### src/rtl/adder_tree_acc_pkg.sv
// adder_tree_acc_pkg: sizing helpers and lane extension shared by the adder tree and its accumulator.
package adder_tree_acc_pkg;

    function automatic int clog2(input int n);
        int r = 0;
        while ((1 << r) < n) r++;
        return r;
    endfunction

    function automatic int tree_lat(input int p);
        return (clog2(p) < 1) ? 1 : clog2(p);
    endfunction

    function automatic int tree_w(input int dw, input int p);
        return dw + clog2(p);
    endfunction

    function automatic int dout_w(input int dw, input int p, input int lw);
        return tree_w(dw, p) + lw;
    endfunction

    // Fill bit used when widening an operand: its MSB when signed, zero otherwise.
    function automatic logic ext_bit(input logic msb, input bit sgn);
        return sgn & msb;
    endfunction

endpackage

### src/rtl/adder_tree_acc_level.sv
// adder_tree_level: one registered reduction level, N operands of width W into ceil(N/2) of width W+1.
module adder_tree_level
    import adder_tree_acc_pkg::*;
#(
    parameter int N      = 2,
    parameter int W      = 8,
    parameter bit SIGNED = 1
) (
    input  logic                           clk,
    input  logic                           rst,
    input  logic [N*W-1:0]                 din_i,
    output logic [((N+1)/2)*(W+1)-1:0]     dout_o
);

    localparam int M = (N + 1) / 2;

    logic [M*(W+1)-1:0] sum_d, sum_q;

    for (genvar k = 0; k < N / 2; k++) begin : g_pair
        logic [W-1:0] a, b;
        assign a = din_i[2*k*W +: W];
        assign b = din_i[(2*k+1)*W +: W];
        assign sum_d[k*(W+1) +: W+1] = {ext_bit(a[W-1], SIGNED), a} + {ext_bit(b[W-1], SIGNED), b};
    end

    // An odd leftover operand is only widened so every output shares one width.
    if (N % 2 == 1) begin : g_odd
        logic [W-1:0] a;
        assign a = din_i[(N-1)*W +: W];
        assign sum_d[(M-1)*(W+1) +: W+1] = {ext_bit(a[W-1], SIGNED), a};
    end

    always_ff @(posedge clk or posedge rst) begin
        if (rst) sum_q <= '0;
        else     sum_q <= sum_d;
    end

    assign dout_o = sum_q;

endmodule

### src/rtl/adder_tree_acc.sv
// adder_tree_acc: pipelined lane adder tree feeding an integrate-and-dump frame accumulator.
module adder_tree_acc
    import adder_tree_acc_pkg::*;
#(
    parameter int DIN_WIDTH     = 8,
    parameter int PARALLEL      = 10,
    parameter bit SIGNED        = 1,
    parameter int ACC_LEN_WIDTH = 16,
    localparam int TREE_W       = tree_w(DIN_WIDTH, PARALLEL),
    localparam int DOUT_WIDTH   = dout_w(DIN_WIDTH, PARALLEL, ACC_LEN_WIDTH)
) (
    input  logic                          clk,
    input  logic                          rst,
    input  logic [DIN_WIDTH*PARALLEL-1:0] din,
    input  logic                          din_valid,
    input  logic                          sync_in,
    input  logic [ACC_LEN_WIDTH-1:0]      acc_len,
    output logic [TREE_W-1:0]             tree_out,
    output logic                          tree_valid,
    output logic [DOUT_WIDTH-1:0]         dout,
    output logic                          dout_valid
);

    localparam int LEVELS   = clog2(PARALLEL);
    localparam int TREE_LAT = tree_lat(PARALLEL);
    localparam logic [ACC_LEN_WIDTH:0] ONE = 1;

    if (PARALLEL == 1) begin : g_single
        logic [DIN_WIDTH-1:0] tree_q;
        always_ff @(posedge clk or posedge rst) begin
            if (rst) tree_q <= '0;
            else     tree_q <= din;
        end
        assign tree_out = tree_q;
    end else begin : g_tree
        for (genvar i = 0; i < LEVELS; i++) begin : g_lvl
            localparam int N = (PARALLEL + (1 << i) - 1) >> i;
            localparam int W = DIN_WIDTH + i;
            logic [((N+1)/2)*(W+1)-1:0] q;
            if (i == 0) begin : g_in
                adder_tree_level #(.N(N), .W(W), .SIGNED(SIGNED)) u_lvl (
                    .clk(clk), .rst(rst), .din_i(din), .dout_o(q));
            end else begin : g_in
                adder_tree_level #(.N(N), .W(W), .SIGNED(SIGNED)) u_lvl (
                    .clk(clk), .rst(rst), .din_i(g_lvl[i-1].q), .dout_o(q));
            end
        end
        assign tree_out = g_lvl[LEVELS-1].q;
    end

    logic [TREE_LAT-1:0] vld_q, syn_q;
    logic                sync_dly;

    always_ff @(posedge clk or posedge rst) begin
        if (rst) begin
            vld_q <= '0;
            syn_q <= '0;
        end else begin
            vld_q <= (vld_q << 1) | TREE_LAT'(din_valid);
            syn_q <= (syn_q << 1) | TREE_LAT'(sync_in);
        end
    end

    assign tree_valid = vld_q[TREE_LAT-1];
    assign sync_dly   = syn_q[TREE_LAT-1];

    logic [DOUT_WIDTH-1:0]    acc_d, acc_q, dout_d, dout_q, tree_ext;
    logic [ACC_LEN_WIDTH-1:0] cnt_d, cnt_q, len_d, len_q;
    logic [ACC_LEN_WIDTH:0]   cnt_inc;
    logic                     start, dump, dv_q;

    // The count is compared one bit wider so acc_len at full scale still terminates.
    always_comb begin
        tree_ext = {{ACC_LEN_WIDTH{ext_bit(tree_out[TREE_W-1], SIGNED)}}, tree_out};
        start    = (cnt_q == '0) || sync_dly;
        len_d    = (tree_valid && start) ? acc_len : len_q;
        cnt_inc  = start ? ONE : {1'b0, cnt_q} + ONE;
        dump     = tree_valid && (cnt_inc == {1'b0, len_d} + ONE);
        acc_d    = !tree_valid ? acc_q : start ? tree_ext : acc_q + tree_ext;
        cnt_d    = dump ? '0 : tree_valid ? cnt_inc[ACC_LEN_WIDTH-1:0] : sync_dly ? '0 : cnt_q;
        dout_d   = dump ? acc_d : dout_q;
    end

    always_ff @(posedge clk or posedge rst) begin
        if (rst) begin
            acc_q  <= '0;
            cnt_q  <= '0;
            len_q  <= '0;
            dout_q <= '0;
            dv_q   <= 1'b0;
        end else begin
            acc_q  <= acc_d;
            cnt_q  <= cnt_d;
            len_q  <= len_d;
            dout_q <= dout_d;
            dv_q   <= dump;
        end
    end

    assign dout       = dout_q;
    assign dout_valid = dv_q;

endmodule

### config.mk
export PLATFORM = sky130hd
export DESIGN_NAME = adder_tree_acc
export DESIGN_NICKNAME = d
export VERILOG_FILES = /design/src/rtl/adder_tree_acc_pkg.sv /design/src/rtl/adder_tree_acc_level.sv /design/src/rtl/adder_tree_acc.sv
export SDC_FILE = /design/constraint.sdc
export NUM_CORES = 1
export LEC_CHECK = 0
export ABC_CLOCK_PERIOD_IN_PS = 7850
export BUFFER_PORTS_ARGS = -buffer_cell sky130_fd_sc_hd__buf_4
export CORE_UTILIZATION = 40
export CTS_CLUSTER_DIAMETER = 100
export CTS_CLUSTER_SIZE = 30
export DETAILED_ROUTE_END_ITERATION = 8
export SETUP_SLACK_MARGIN = 0.15
export SLEW_MARGIN = 0
export SYNTH_ARGS = -nofsm -noshare
export SYNTH_HDL_FRONTEND = slang
export SYNTH_SLANG_ARGS = --single-unit
### constraint.sdc
create_clock -name clk -period 7.85 [get_ports clk]
set_input_delay 0.3925 -clock clk [delete_from_list [all_inputs] [get_ports clk]]
set_output_delay 0.3925 -clock clk [all_outputs]
set_load 0.02 [all_outputs]
==> results.yml <==
run_status:
  status: "complete, no violations"
worst_setup_path:
  critical_path_arrival_ns: 5.91
  crit_required_ns: 8.26
  timing.critical_path.from_type: "flop"
  critPathMaxStageDelay_ns: 0.69
  cp_num_cells: 17
  path_common_cell: "sky130_fd_sc_hd__nand2_1"
  rr_worst_depth: 17
  end_kind: "flop"
  worstPathCellList: "buf_4, nand2_1, nand2_1, buf_4, nand2_1, nand2_1, ha_1, nand2_1, nor4_1, mux2_4, a21oi_1, or4_1, a222oi_1, nand3_2, nor2_2, buf_4, mux2i_1"
  crit_type: "flop to flop"
  timing.critical_path.slowest_stage_cell: "sky130_fd_sc_hd__nor2_2"
  critPathMaxFanout: 73
  kind_of_cell_with_the_highest_combined_delay_on_the_critical_path: "simple AND/OR/NAND/NOR gates"
  total_buffers_and_inverters_traversed_by_the_critical_path: 3
clocking:
  clock_latency_ns: 0.48
  cts.path.max_buffers: 3
  cts.repair.resized: 0
  post_cts_buffers: 0
  htree_num_levels: 1
  numCtsBuffers: 11
  count_of_clock_tree_sinks: 203
  clk_pin_slew_ns: 0.11
  number_of_hold_repair_buffers_added_at_the_cts_stage: 1
  cts_tree: "done"
  cts.root.buffer_cell: "sky130_fd_sc_hd__clkbuf_16"
global_routing:
  use_met2_pct: 32.5
  grt_remaining_overflow: 0
  busiest_grt_layer: "met2"
  maximum_number_of_pins_on_one_net_before_global_route_repair: 133
  grtUsageTotal_pct: 17.9
  gr-usage-met1_pct: 22.7
  grt_first_pass_wirelength_mm: 45.3
  grt_antenna_before_repair: 0
  global_route.usage.met3_pct: 1.90
  first_global_vias: 9301
routing:
  vias_per_cell: 5.28
  remaining_drc_errors: 0
  ant_nets: 0
  dr.pass1.iters: 5
  routed_wire_length_per_instance_um: 15.4
  detailedRoute.firstIterationViolations: 615
  wirelength_mm: 26.9
  dr_total_vias: 9232
timing:
  post-route-period-util_pct: 70.0
  slew_headroom_pct: 23.1
  max_clock_freq_ghz: 0.182
  timing.final.max_slew_violations: 0
  worst_slew_pin_slew_ns: 1.15
  finalHoldViolations: 0
  final_setup_viols: 0
  fin_crit_ns: 5.50
  final.setup.tns_ns: 0
  worst_clock_skew_ns: 0.0230
  setup_ws_ns: 2.35
  unrepaired_setup_endpoints_after_global_routing: "false"
logic_synthesis:
  yosys_most_used_dff: "sky130_fd_sc_hd__dfrtp_1"
  post_synth_main_area_contributors: "sky130_fd_sc_hd__dfrtp_1 (42%), sky130_fd_sc_hd__ha_1 (11%), sky130_fd_sc_hd__xnor2_1 (5.1%)"
  yosys_register_bits: 203
  asyncSetResetFlopFracSynth_pct: 100
  ys_seq_area_share_pct: 42.0
  netlist_instances: 1233
  synth_top_cell_by_area: "sky130_fd_sc_hd__dfrtp_1"
  synth.cell_area_um2: 12100
  syn_avg_cell_area_um2: 9.81
  ys_warn_count: 0
  yosys.area.top_type_share_pct: 42.0
  number_of_enable_type_register_cells_in_the_synthesized_netlist: 0
  ys_types: 74
  net_count_after_synthesis: 1452
die:
  fp.dieArea_um2: 30900
  placementRows: 63
  floorplan.die.height_um: 176
  num_io_pins: 142
  floorplan.initialDensity_pct: 40.7
  floorplan.die.width_um: 176
  core_area_um2: 29700
power_and_ir_drop:
  total_leakage_power_uw: 0.00662
  powerDensity_nw_per_um2: 306
  switchingPower_uw: 1660
  seqPwrFrac_pct: 35.1
  fraction_of_power_consumed_by_combinational_cells_pct: 49.6
  clock_power_share_pct: 15.2
  power_report.internal_total_uw: 2570
  irDropWorstVdd_mv: 0.170
  switching_share_pct: 39.3
  power_uw: 4230
final_layout:
  layout_commonest_cell: "sky130_fd_sc_hd__dfrtp_1"
  layout-drive-gt1-share_pct: 14.1
  antennaDiodeCount: 0
  finish.net_count: 1575
  finalCoreUtilization_pct: 46.6
  final_cell_mix: "sky130_fd_sc_hd__dfrtp_1 (202), sky130_fd_sc_hd__buf_4 (148), sky130_fd_sc_hd__ha_1 (109)"
  areaGrowthSynthToFinish_pct: 14.4
place:
  io_buffers: 141
  gp_congestion: 0.916
  dp_slack_ns: 2.35
  dpl.hpwl_mm: 19.9
min_path:
  hold_path.class: "input port to flop"
  whs_path_depth: 1
job:
  cap_violations: 0
## final cells by class
class	count	area [µm²]
well taps	390	488
flip-flops and latches	203	5080
multi-input cells	883	6400
clock buffers	12	289
inverters	108	413
clock inverters	2	46.3
repair buffers	149	1120
fillers	2790	15900
## state kept, by name, summed over array words and instances (netlist names)
name	count
dout_valid	1
acc_q	28
g_tree.g_lvl.g_in.u_lvl.dout_o	106
syn_q	4
len_q	16
dout	28
vld_q	4
cnt_q	16
## power groups by stage
stage          clock (µW)  combinational [µW]  sequential, µW
3_3_place_gp            0                2060            1510
5_1_grt               705                2380            1520
2_1_floorplan           0                1620            1480
6_report              645                2100            1490
3_5_place_dp            0                2090            1510
4_1_cts               675                2110            1490
## stage by stage
stage / hold slack (ns) / instances / area, µm²
2_1_floorplan: 0.331 / 1233 / 12100
3_3_place_gp: 0.333 / 1732 / 13500
3_5_place_dp: 0.335 / 1732 / 13500
4_1_cts: 0.00381 / 1747 / 13800
5_1_grt: 0.00154 / 1747 / 13800
6_report: 0.0212 / 1747 / 13800
## cells in the mapped netlist, drive strengths merged, types with 5 or more instances
library cell,n
nor4,8
or3,6
nor2b,8
a211oi,9
o21a,11
nor3,25
a31oi,23
nor2,65
nand2b,11
buf,22
o211ai,17
nand4,17
nand3,21
mux2i,10
inv,108
a21o,31
dfrtp,203
clkbuf,17
a21oi,95
xnor2,70
a22oi,5
and3,21
o22a,11
a21boi,6
and4,7
and2,5
o21bai,19
nand2,108
xor2,32
a2bb2oi,8
mux2,11
ha,109
fa,10
o21ai,55
## path summary, 6_finish.rpt
check                                                      startpoint                                    end  slack [ns]
worst max-delay path                                         vld_q[3]                                dout[9]        2.35
worst min-delay path                                          sync_in                               syn_q[0]        0.02
worst max register to register                               vld_q[3]                                dout[9]        2.35
worst min register to register  g_tree.g_lvl[1].g_in.u_lvl.dout_o[27]  g_tree.g_lvl[2].g_in.u_lvl.dout_o[18]        0.35
max in group asynchronous                                         rst                               dout[24]        6.22
min in group asynchronous                                         rst                               vld_q[0]        0.09
## kinds of logic after synthesis
| family | count (synthesis) | share of synthesized area (%) |
|---|---|---|
| AOI/OAI and AO/OA | 326 | 17.6 |
| xor gates and xnor gates | 102 | 7.38 |
| adders and majority gates | 119 | 12.9 |
| DFF | 203 | 42.0 |
| buffers and inverters | 147 | 5.09 |
| muxes | 21 | 1.88 |
| and+or+nand+nor | 315 | 13.2 |
## layer usage
metal,wire [µm],part of all wire (%)
met1,12000,45
met2,13500,50
met3,934,3.5
met4,493,1.8
met5,0,0
Power figures use the tool's default switching activity.
